### config.mk
export PLATFORM = sky130hd
export DESIGN_NAME = acc_exec
export DESIGN_NICKNAME = d
export VERILOG_FILES = /design/src/rtl/acc_exec_pkg.sv /design/src/rtl/acc_alu.sv /design/src/rtl/acc_exec.sv
export SDC_FILE = /design/constraint.sdc
export NUM_CORES = 1
export LEC_CHECK = 0
export ABC_AREA = 1
export CAP_MARGIN = 10
export CORE_MARGIN = 2
export CORE_UTILIZATION = 26
export DETAILED_ROUTE_END_ITERATION = 8
export SLEW_MARGIN = 20
export SYNTH_ARGS = -nofsm -noshare
export SYNTH_HDL_FRONTEND = slang
export SYNTH_SLANG_ARGS = --single-unit
### constraint.sdc
create_clock -name clk -period 2.9 [get_ports clk]
set_input_delay 0.725 -clock clk [delete_from_list [all_inputs] [get_ports clk]]
set_output_delay 0.725 -clock clk [all_outputs]
set_load 0.02 [all_outputs]
### src/rtl/acc_exec_pkg.sv
// Shared codes for the accumulator execute stage: AccControl models, ALU/unary
// function selects and FSM state encodings.
`timescale 1ns/1ps
package acc_exec_pkg;

  // AccControl model codes produced by the decoder
  localparam logic [2:0] ACC_INVALID = 3'b000;
  localparam logic [2:0] ACC_ALU     = 3'b001;
  localparam logic [2:0] ACC_UNARY   = 3'b010;
  localparam logic [2:0] ACC_EQ      = 3'b011;
  localparam logic [2:0] ACC_JMP     = 3'b100;
  localparam logic [2:0] ACC_STORE   = 3'b101;
  localparam logic [2:0] ACC_LOAD    = 3'b110;
  localparam logic [2:0] ACC_LDI     = 3'b111;

  // op[5:3] selecting add-immediate inside the ALU model
  localparam logic [2:0] OP_HI_ADDI = 3'b010;

  // op[1:0] ALU function, all against rs_data
  localparam logic [1:0] ALU_ADD = 2'b00;
  localparam logic [1:0] ALU_SUB = 2'b01;
  localparam logic [1:0] ALU_AND = 2'b10;
  localparam logic [1:0] ALU_OR  = 2'b11;

  // op[2:0] unary function
  localparam logic [2:0] UN_SHL = 3'b101;
  localparam logic [2:0] UN_SHR = 3'b110;

  // FSM states
  localparam logic [0:0] ST_IDLE     = 1'b0;
  localparam logic [0:0] ST_MEM_WAIT = 1'b1;

endpackage

### src/rtl/acc_alu.sv
// Next-accumulator datapath for the ALU (001) and unary (010) models; other models pass acc through.
// Latency: purely combinational. Backpressure: none.
`timescale 1ns/1ps
module acc_alu
  import acc_exec_pkg::*;
#(
  parameter int DATA_W = 8
) (
  input  logic [2:0]        acc_ctl,
  input  logic [5:0]        op,
  input  logic [2:0]        imm,
  input  logic [DATA_W-1:0] acc,
  input  logic [DATA_W-1:0] rs_data,
  output logic [DATA_W-1:0] alu_acc
);

  logic [DATA_W-1:0] imm_z;

  assign imm_z = {{(DATA_W-3){1'b0}}, imm};

  // Add-immediate takes priority over the op[1:0] function select
  always_comb begin
    alu_acc = acc;
    if (acc_ctl == ACC_ALU) begin
      if (op[5:3] == OP_HI_ADDI) begin
        alu_acc = acc + imm_z;
      end else begin
        case (op[1:0])
          ALU_ADD: alu_acc = acc + rs_data;
          ALU_SUB: alu_acc = acc - rs_data;
          ALU_AND: alu_acc = acc & rs_data;
          ALU_OR:  alu_acc = acc | rs_data;
          default: alu_acc = acc;
        endcase
      end
    end else if (acc_ctl == ACC_UNARY) begin
      case (op[2:0])
        UN_SHL:  alu_acc = acc << 1;
        UN_SHR:  alu_acc = acc >> 1;
        default: alu_acc = acc;
      endcase
    end
  end

endmodule

### src/rtl/acc_exec.sv
// Accumulator execute stage: ALU, compare, jump resolve, reg-immediate write and memory load/store.
// Latency: 1 cycle non-memory, >=2 cycles memory. Backpressure: in_ready low while a memory op waits for mem_ack.
`timescale 1ns/1ps
module acc_exec
  import acc_exec_pkg::*;
#(
  parameter int DATA_W = 8,
  parameter int ADDR_W = 8
) (
  input  logic              clk,
  input  logic              reset,
  input  logic              in_valid,
  output logic              in_ready,
  input  logic [2:0]        acc_ctl,
  input  logic [5:0]        op,
  input  logic [2:0]        imm,
  input  logic [DATA_W-1:0] rs_data,
  input  logic [DATA_W-1:0] rt_data,
  output logic [DATA_W-1:0] acc,
  output logic              eq_flag,
  output logic              reg_we,
  output logic [DATA_W-1:0] reg_wdata,
  output logic              branch_taken,
  output logic              illegal,
  output logic              mem_req,
  output logic              mem_we,
  output logic [ADDR_W-1:0] mem_addr,
  output logic [DATA_W-1:0] mem_wdata,
  input  logic [DATA_W-1:0] mem_rdata,
  input  logic              mem_ack
);

  logic [0:0]        state;
  logic              accept;
  logic [DATA_W-1:0] alu_acc;

  assign in_ready = (state == ST_IDLE);
  assign accept   = in_valid && in_ready;

  acc_alu #(.DATA_W(DATA_W)) u_alu (
    .acc_ctl (acc_ctl),
    .op      (op),
    .imm     (imm),
    .acc     (acc),
    .rs_data (rs_data),
    .alu_acc (alu_acc)
  );

  always_ff @(posedge clk) begin
    if (reset) begin
      state        <= ST_IDLE;
      acc          <= '0;
      eq_flag      <= 1'b0;
      reg_we       <= 1'b0;
      reg_wdata    <= '0;
      branch_taken <= 1'b0;
      illegal      <= 1'b0;
      mem_req      <= 1'b0;
      mem_we       <= 1'b0;
      mem_addr     <= '0;
      mem_wdata    <= '0;
    end else begin
      reg_we       <= 1'b0;
      branch_taken <= 1'b0;
      illegal      <= 1'b0;
      if (state == ST_IDLE) begin
        if (accept) begin
          case (acc_ctl)
            ACC_INVALID: illegal <= 1'b1;
            ACC_ALU:     acc <= alu_acc;
            ACC_UNARY:   acc <= alu_acc;
            ACC_EQ:      eq_flag <= (rs_data == rt_data);
            ACC_JMP: begin
              branch_taken <= eq_flag;
              eq_flag      <= 1'b0;
            end
            ACC_LDI: begin
              reg_we    <= 1'b1;
              reg_wdata <= {{(DATA_W-3){1'b0}}, imm};
            end
            ACC_STORE, ACC_LOAD: begin
              // Request fields are captured once here and held until mem_ack
              mem_req   <= 1'b1;
              mem_we    <= (acc_ctl == ACC_STORE);
              mem_addr  <= {{(ADDR_W-3){1'b0}}, imm};
              mem_wdata <= acc;
              state     <= ST_MEM_WAIT;
            end
            default: illegal <= 1'b0;
          endcase
        end
      end else begin
        if (mem_ack) begin
          mem_req <= 1'b0;
          state   <= ST_IDLE;
          if (!mem_we) begin
            acc <= mem_rdata;
          end
        end
      end
    end
  end

endmodule

==> results of run 1 <==
## worst max-delay path, delay by kind of cell
family	cells	cell delay, ps
and+or+nand+nor	10	600
AOI/OAI and AO/OA	4	580
buffers and inverters	6	440
adders and majority gates	2	390
xor gates and xnor gates	1	170
## state kept, by name (all words and copies together), names as in the netlist
register,cells
illegal,1
reg_we,1
mem_req,1
eq_flag,1
branch_taken,1
mem_wdata,8
reg_wdata,3
mem_we,1
state,1
acc,8
mem_addr,3
## metal layers
layer	up-vias	global-route usage (%)	part of all wire, %
met5	-	0	0
met4	0	3.43	0.88
met3	9	2.83	6.5
met2	97	28.0	47
met1	1261	22.2	45
li1	1416	-	-
## Yosys cell counts (all sizes together)
library cell  count  area, sq um
a21oi            43          223
a221oi            2         23.8
a311oi            2         17.5
a31oi             5         31.3
buf              18          131
clkbuf            2         7.51
conb              1         3.75
dfxtp            29          581
fa                2         40.0
ha               13          163
inv              53          201
nand2            76          298
nand3            19          105
nand4             1         6.26
nor2             39          175
nor3              6         35.0
nor3b             1         7.51
nor4              2         12.5
o211ai            5         37.5
o21ai            35          175
o221ai            1         8.76
o22ai             1         12.5
o311ai            1         8.76
o31ai             3         22.5
or2               4         27.5
xnor2             1         8.76
xor2             12          105
## where the power goes
group / total [W] / switching, W / internal [W]
Sequential: 0.000431 / 0.0000156 / 0.000415
Clock: 0.000331 / 0.000166 / 0.000165
Combinational: 0.000417 / 0.000228 / 0.000188
## cells by family (layout without fill, tap and decap cells)
kind of cell    after synthesis  count (layout)  share of synthesized area, %
compound gates               98              98                          22.7
xor+xnor                     13              13                          4.61
fa+ha+maj                    15              15                          8.21
buf+inv                      73             163                          13.8
flops                        29              29                          23.5
other cells                   1              10                         0.152
simple gates                148             148                          27.0
## per-stage QoR
step	setup slack, ps	TNS, ps	power, W	cells
final	205	0	0.00118	605
after floorplan	55.4	0	0.000656	386
after global routing	-53.0	-53.0	0.00125	605
after global placement	-477	-2140	0.000825	595
after detailed placement	-532	-2300	0.000831	595
after CTS	0.215	0	0.00117	604
## how the worst max path moves through the flow
stage | startpoint | end | slack (ps) | cells past startpoint
2_1_floorplan | rs_data[0] | acc[7] | 60 | 23
3_3_place_gp | rs_data[0] | acc[7] | -480 | 25
3_5_place_dp | rs_data[0] | acc[7] | -530 | 25
4_1_cts | rs_data[0] | acc[7] | 0.2 | 25
5_1_grt | rs_data[0] | acc[7] | -50 | 25
6_report | rs_data[0] | acc[7] | 210 | 23
## area by class of cell
class	instances	area, sq um
Sequential cell	29	581
Tap cell	129	161
Clock inverter	3	17.5
Fill cell	977	5580
Multi-Input combinational cell	284	1690
Timing Repair Buffer	102	943
Clock buffer	5	68.8
Inverter	53	201
## what timing repair did
item                       CTS  global route
pin swaps                    4            13
buffers inserted             1             1
setup endpoints to repair    5             5
resized for setup           10            29
==> reports/metrics.cfg, run 1 <==
[status]
status=completed

[global_routing]
grt_overflow_total=0
grt_pass1_vias=2774
grt_pass1_wl_microns=13600
grt_use_total_pct=16.6
grt_antenna_before_repair=0
grt_max_degree=21

[placement]
gp_congestion=0.882
numPortBuffers=68
dpl-instance-area_sq_mm=0.00345
dp_hpwl_microns=6620

[setup_path]
crit_type=in2reg
crit_chain=clkbuf_2, inv_2, ha_4, inv_2, nor3_2, inv_1, o31ai_2, xor2_1, inv_1, ha_4, a21oi_2, nand2_2, a21oi_2, inv_1, nand2_1, nand3_1, nand2_1, nand2_1, nand2_1, nand2_1, nand2_1, nand2_2, a21oi_2
r2r_end=acc[6]
rr_startpoint=acc[1]
cp.arrival_ps=2920
worst_ep_required_time_ps=3120
cp_slowest_cell=ha_4
worstPathMaxFanout=3
start_kind=input port
cp_common_cell=nand2_1
cp_slowest_stage_delay_ps=260
rrSetupSlack_ps=470
cp-end-kind=flip-flop
rr_worst_depth=15

[power]
leakage_nw=1.68
peakVddDrop_mv=0.327
power_density_mw_per_mm2=322

[cells_and_area]
fin_nets=530
final_cell_mix=nand2_1 (68), clkdlybuf4s50_1 (59), inv_1 (46), nor2_1 (35), buf_4 (34)
antenna_cells=0
fin_util_pct=39.6
fin_area_sq_mm=0.00366
drive_gt1_share_pct=18.5
layout_commonest_cell=nand2_1
syn2layout_area_growth_pct=48.4

[timing]
min_period_ps=2690
setup_viol=0
clock_skew_ps=6.40
fmax_mhz=371
maxSlewHeadroom_pct=65.7
period_share_pct=92.9
slew_violations=0
timing.final.hold_violations=0
whs_ps=469
rsz0062_at_grt=yes
worst_pin_slew_ps=511

[floorplanning]
io_pins=79
rows=35
core_sq_mm=0.00924
initial_utilization_pct=26.7
dieArea_sq_mm=0.0103
die_y_microns=101
fp.dieW_microns=101

[clocking]
ctsHoldBuffers=0
cts.sinks=29
numCtsBuffers=5
cts_max_level=2
cts_buffer_depth=2
clk_latency_ps=280
clk_pin_slew_ps=70
root_buffer=clkbuf_8
tritoncts=built

[min_path]
hp-class=reg2reg
hold_start=mem_req
hold_end=mem_req
hold_depth=2

[logic_synthesis]
netlist_instances=377
ys_types=42
syn_area_per_cell_sq_um=6.55
seq_area_frac_synth_pct=23.5
ys_warn_count=0
syn-cell-area_sq_mm=0.00247
synth_seq_cells=29

[drt]
drt_pass1_iterations=4
num_vias=2783
detail_route.wl_per_cell_microns=14.0
wirelength_microns=8450
drtIter0Drc=177
route.detailed.drc=0
via_per_inst=4.60
ant_nets=0

[flow_run]
max_cap_viol_count=0

(Power assumes the default switching activity.)
==> run 2, diff against run 1 <==
--- a/config.mk
+++ b/config.mk
@@ -10,6 +10,8 @@
 export CORE_MARGIN = 2
 export CORE_UTILIZATION = 26
 export DETAILED_ROUTE_END_ITERATION = 8
+export PLACE_DENSITY = 0.57
+export SKIP_CTS_REPAIR_TIMING = 1
 export SLEW_MARGIN = 20
 export SYNTH_ARGS = -nofsm -noshare
 export SYNTH_HDL_FRONTEND = slang
==> run 2 against run 1 <==
Count of clock-buffer cells in the layout unchanged. Critical path depth up 2. Utilization up 0.068 points. Critical path type unchanged. Worst setup slack worse by 59 ps.
==> reports/metrics.cfg, run 2 (same netlist as run 1, synthesis figures left out) <==
[cells_and_area]
drive_gt1_share_pct=17.8  ; -0.67 points
multi_input_area_sq_mm=0.00166  ; -1.6%
syn2layout_area_growth_pct=48.7
fin_nets=531  ; +0.19%
reg_top3=acc: 8 flops, mem_wdata: 8 flops
final_cell_mix=nand2_1 (70), clkdlybuf4s50_1 (60), inv_1 (45), a21oi_1 (36), nor2_1 (35)
ff_latch_area_sq_um=581  ; unchanged
antenna_cells=0  ; unchanged
layout_commonest_cell=nand2_1
instances_no_fill=606  ; +0.17%
final.fill_count=1008  ; +3.2%

[timing]
clock_skew_ps=7.57  ; +1.17 ps
rsz0062_at_grt=yes
timing.final.hold_violations=0  ; unchanged
slew_violations=0  ; unchanged
whs_ps=469  ; +0.0960 ps
min_period_ps=2750  ; +59.2 ps
worst_pin_slew_ps=554  ; +43.7 ps
setup_viol=0  ; unchanged
fmax_mhz=363  ; -2.1%
maxSlewHeadroom_pct=62.8  ; -2.9 points
period_share_pct=95.0  ; +2.0 points

[global_routing]
grt_pass1_vias=2576  ; -7.1%
grt_antenna_before_repair=0  ; unchanged
grt_max_degree=20  ; -4.8%
grt_overflow_total=0  ; unchanged
grt_use_total_pct=16.1  ; -0.42 points
grt_pass1_wl_microns=13000  ; -4.4%

[power]
power_density_mw_per_mm2=321  ; -0.20%
peakVddDrop_mv=0.299  ; -8.5%
leakage_nw=1.68  ; -0.21%

[setup_path]
rr_startpoint=acc[1]
rrSetupSlack_ps=460  ; about the same
worst_ep_required_time_ps=3120  ; about the same
crit_type=in2reg
cp_slowest_cell=o31ai_2
start_kind=input port
cp.arrival_ps=2980  ; +60 ps
crit_buf_inv=7  ; +1
worstPathMaxFanout=3  ; unchanged
cp_common_cell=nand2_1
cp-end-kind=flip-flop
crit_start=rs_data[1]
cp_slowest_stage_delay_ps=270  ; about the same
cp_top_family=simple AND/OR/NAND/NOR gates

[min_path]
hold_start=mem_req
hp-class=reg2reg

[floorplanning]
core_sq_mm=0.00924  ; unchanged
dieArea_sq_mm=0.0103  ; unchanged
rows=35  ; unchanged
die_y_microns=101  ; unchanged
fp.dieW_microns=101  ; unchanged
initial_utilization_pct=26.7  ; unchanged
io_pins=79  ; unchanged

[status]
status=completed

[clocking]
root_buffer=clkbuf_8
clk_pin_slew_ps=70  ; about the same
cts_buffer_depth=2  ; unchanged
cts_max_level=2  ; unchanged
tritoncts=built
cts.sinks=29  ; unchanged
numCtsBuffers=5  ; unchanged
clk_latency_ps=290  ; about the same

[drt]
ant_nets=0  ; unchanged
route.detailed.drc=0  ; unchanged
drt_pass1_iterations=7  ; +3
num_vias=2761  ; -0.79%
wirelength_microns=8350  ; -1.1%
detail_route.wl_per_cell_microns=13.8  ; -1.3%
via_per_inst=4.56  ; -0.95%
drtIter0Drc=120  ; -32%

[placement]
gp_congestion=0.827  ; -6.3%
dp_hpwl_microns=6640  ; +0.24%
dpl.cell_count=596  ; +0.17%
numPortBuffers=68  ; unchanged

[flow_run]
max_cap_viol_count=0  ; unchanged

==> run 2: final timing paths <==
check,endpoint,depth (start not counted)
hold reg to reg,mem_req,2
hold / removal,mem_req,2
setup reg to reg,acc[6],15
setup / recovery,acc[7],25
==> run 2: metal layers <==
layer | global-route usage [%] | part of all wire, %
met1 | 22.5 | 49
met2 | 26.1 | 46
met3 | 2.28 | 4.0
met4 | 4.37 | 1.5
met5 | 0 | 0
==> run 2: worst reg2reg max path: stages (launching register included) <==
cell     delay, ps
dfxtp_1        600
inv_1          200
fa_1           440
or2_4          280
a21oi_4        150
inv_2           60
nor2_4         100
nand2_1         60
nand2_1         70
nand3_1         70
nand2_1         60
inv_1           40
nand2_1         50
nand2_1         40
nand2_1         70
a21oi_2         40
==> run 2: report_power, final <==
| group | internal [W] | leakage [nW] | switching (W) |
|---|---|---|---|
| logic | 0.000193 | 1.40 | 0.000225 |
| clock network | 0.000165 | 0.0439 | 0.000165 |
| registers | 0.000415 | 0.236 | 0.0000149 |
| total | 0.000773 | 1.68 | 0.000405 |
==> run 2: cell type report <==
type	instances	share of cell area (%)
Clock buffer	5	1.88
Clock inverter	3	0.477
Inverter	53	5.69
Multi-Input combinational cell	284	45.3
Sequential cell	29	15.8
Tap cell	129	4.40
Timing Repair Buffer	103	26.4
==> run 2: per-stage QoR <==
step,worst slack (ps),setup TNS (ps),power (W),cell area (sq um),utilization (%)
floorplan,55.4,0,0.000656,2500,-
global placement,-495,-2010,0.000831,3450,37.4
detailed placement,-591,-2320,0.000834,3450,37.4
CTS,-299,-548,0.00117,3540,38.3
global route,-123,-123,0.00125,3670,39.7
finish,146,0,0.00118,3670,39.7
==> run 3, diff against run 2 <==
--- a/config.mk
+++ b/config.mk
@@ -7,10 +7,10 @@
 export LEC_CHECK = 0
 export ABC_AREA = 1
 export CAP_MARGIN = 10
-export CORE_MARGIN = 2
 export CORE_UTILIZATION = 26
 export DETAILED_ROUTE_END_ITERATION = 8
 export PLACE_DENSITY = 0.57
+export RECOVER_POWER = 100
 export SKIP_CTS_REPAIR_TIMING = 1
 export SLEW_MARGIN = 20
 export SYNTH_ARGS = -nofsm -noshare
==> run 3 against run 2 <==
Utilization down 0.41 points. First-iteration DRC count grew 5.0%. Clock power about the same. Hold slack got worse by 4.0 ps. Fmax decreased by 1.9%.
==> reports/metrics.cfg, run 3 (same netlist as run 1, synthesis figures left out) <==
[floorplanning]
dieArea_sq_mm=0.00989  ; -3.9%
fp.dieW_microns=99.4  ; -2.0%
io_pins=79  ; unchanged
initial_utilization_pct=26.7  ; unchanged
rows=35  ; unchanged
core_sq_mm=0.00924  ; unchanged
die_y_microns=99.4  ; -2.0%

[drt]
ant_nets=0  ; unchanged
route.detailed.drc=0  ; unchanged
wirelength_microns=8270  ; -0.96%
num_vias=2737  ; -0.87%
drt_pass1_iterations=4  ; -3
drtIter0Drc=126  ; +5.0%
detail_route.wl_per_cell_microns=13.7  ; -0.63%
via_per_inst=4.53  ; -0.54%

[clocking]
cts_buffer_depth=2  ; unchanged
root_buffer=clkbuf_8
cts.sinks=29  ; unchanged
cts_max_level=2  ; unchanged
tritoncts=built
clk_latency_ps=280  ; about the same
clk_pin_slew_ps=70  ; about the same
numCtsBuffers=5  ; unchanged

[timing]
timing.final.ws_setup_ps=92.6  ; -53.3 ps
min_period_ps=2810  ; +53.3 ps
maxSlewHeadroom_pct=65.7  ; +3.0 points
worst_pin_slew_ps=508  ; -46.6 ps
rsz0062_at_grt=yes
clock_skew_ps=6.44  ; -1.14 ps
timing.final.hold_violations=0  ; unchanged
setup_viol=0  ; unchanged
period_share_pct=96.8  ; +1.8 points
fmax_mhz=356  ; -1.9%
slew_violations=0  ; unchanged

[cells_and_area]
layout_commonest_cell=nand2_1
fin_util_pct=39.3  ; -0.41 points
antenna_cells=0  ; unchanged
final_cell_mix=nand2_1 (69), inv_1 (46), a21oi_1 (36), nor2_1 (35), clkdlybuf4s50_1 (33)
reg_top3=acc: 8 flops, mem_wdata: 8 flops
fin_nets=529  ; -0.38%
drive_gt1_share_pct=17.1  ; -0.77 points
syn2layout_area_growth_pct=47.1

[global_routing]
grt_use_total_pct=17.0  ; +0.86 points
grt_overflow_total=0  ; unchanged
grt_pass1_vias=2739  ; +6.3%
grt_pass1_wl_microns=13400  ; +2.5%
grt_antenna_before_repair=0  ; unchanged
grt_max_degree=21  ; +5.0%

[power]
peakVddDrop_mv=0.246  ; -18%
leakage_nw=1.73  ; +3.3%
power_density_mw_per_mm2=320  ; -0.30%

[placement]
gp_congestion=0.866  ; +4.7%
dp_hpwl_microns=6450  ; -2.8%
pre_cts_ws_ps=-551  ; +40.1 ps
numPortBuffers=68  ; unchanged

[setup_path]
worstPathMaxFanout=3  ; unchanged
worst_ep_required_time_ps=3120  ; about the same
cp-end-kind=flip-flop
cp.arrival_ps=3030  ; +50 ps
crit_type=in2reg
start_kind=input port

[flow_run]
max_cap_viol_count=0  ; unchanged

[min_path]
hp-class=reg2reg

[status]
status=completed

[run 3: cell count changes in the layout (fill, tap and decap cells not counted), sizes merged]
cell and delta:
clkdlybuf4s25 +1, buf -3, clkdlybuf4s50 -27, dlymetal6s2s -2, dlygate4sd3 +28, clkbuf +1
[run 3: metal layers]
layer,share of wire (%),track usage (%)
met1,48,23.3
met2,47,27.8
met3,4.1,2.32
met4,0.91,4.98
met5,0,0
[run 3: critical path: stages]
cell     delay, ps
buf_6          100
inv_4           50
ha_4           120
inv_2           40
nor3_2         150
inv_1           90
o31ai_2        290
xor2_1         170
inv_1           80
ha_4           250
nand2_2         60
inv_1           40
nand2_1         60
nand2_1         60
a21oi_2        140
inv_1           50
nand2_1         50
nand3_1         60
nand2_1         60
nand2_1         40
nand2_1         60
nand2_1         40
nand2_1         70
nand2_2         50
a21oi_2        120
[run 3: final timing paths]
kind                            startpoint      end  slack (ps)  cells after the start
worst max register to register      acc[1]   acc[6]         470                     15
worst min register to register     mem_req  mem_req         470                      2
worst max-delay path            rs_data[0]   acc[7]          90                     25
worst min-delay path               mem_req  mem_req         470                      2
[run 3: per-stage QoR]
stage          setup TNS (ps)  area [sq um]  hold slack (ps)  power, W  std cells
3_3_place_gp            -1990          3440              456  0.000824        594
6_report                    0          3630              465   0.00116        604
3_5_place_dp            -2220          3440              460  0.000827        594
4_1_cts                  -574          3520              470   0.00116        602
5_1_grt                 -50.9          3630              492   0.00123        604
2_1_floorplan               0          2500              541  0.000656        386
[run 3: area by class of cell]
class	instances	area, sq um
clock buffer	5	68.8
clock inverter	3	17.5
fill	993	5610
inverter	53	206
multi-input combinational	284	1660
sequential	29	581
tap	129	161
timing repair buffer	101	938
[run 3: power by group]
group | internal, W | switching (W)
combinational | 0.000179 | 0.000222
sequential | 0.000415 | 0.0000137
clock | 0.000165 | 0.000168
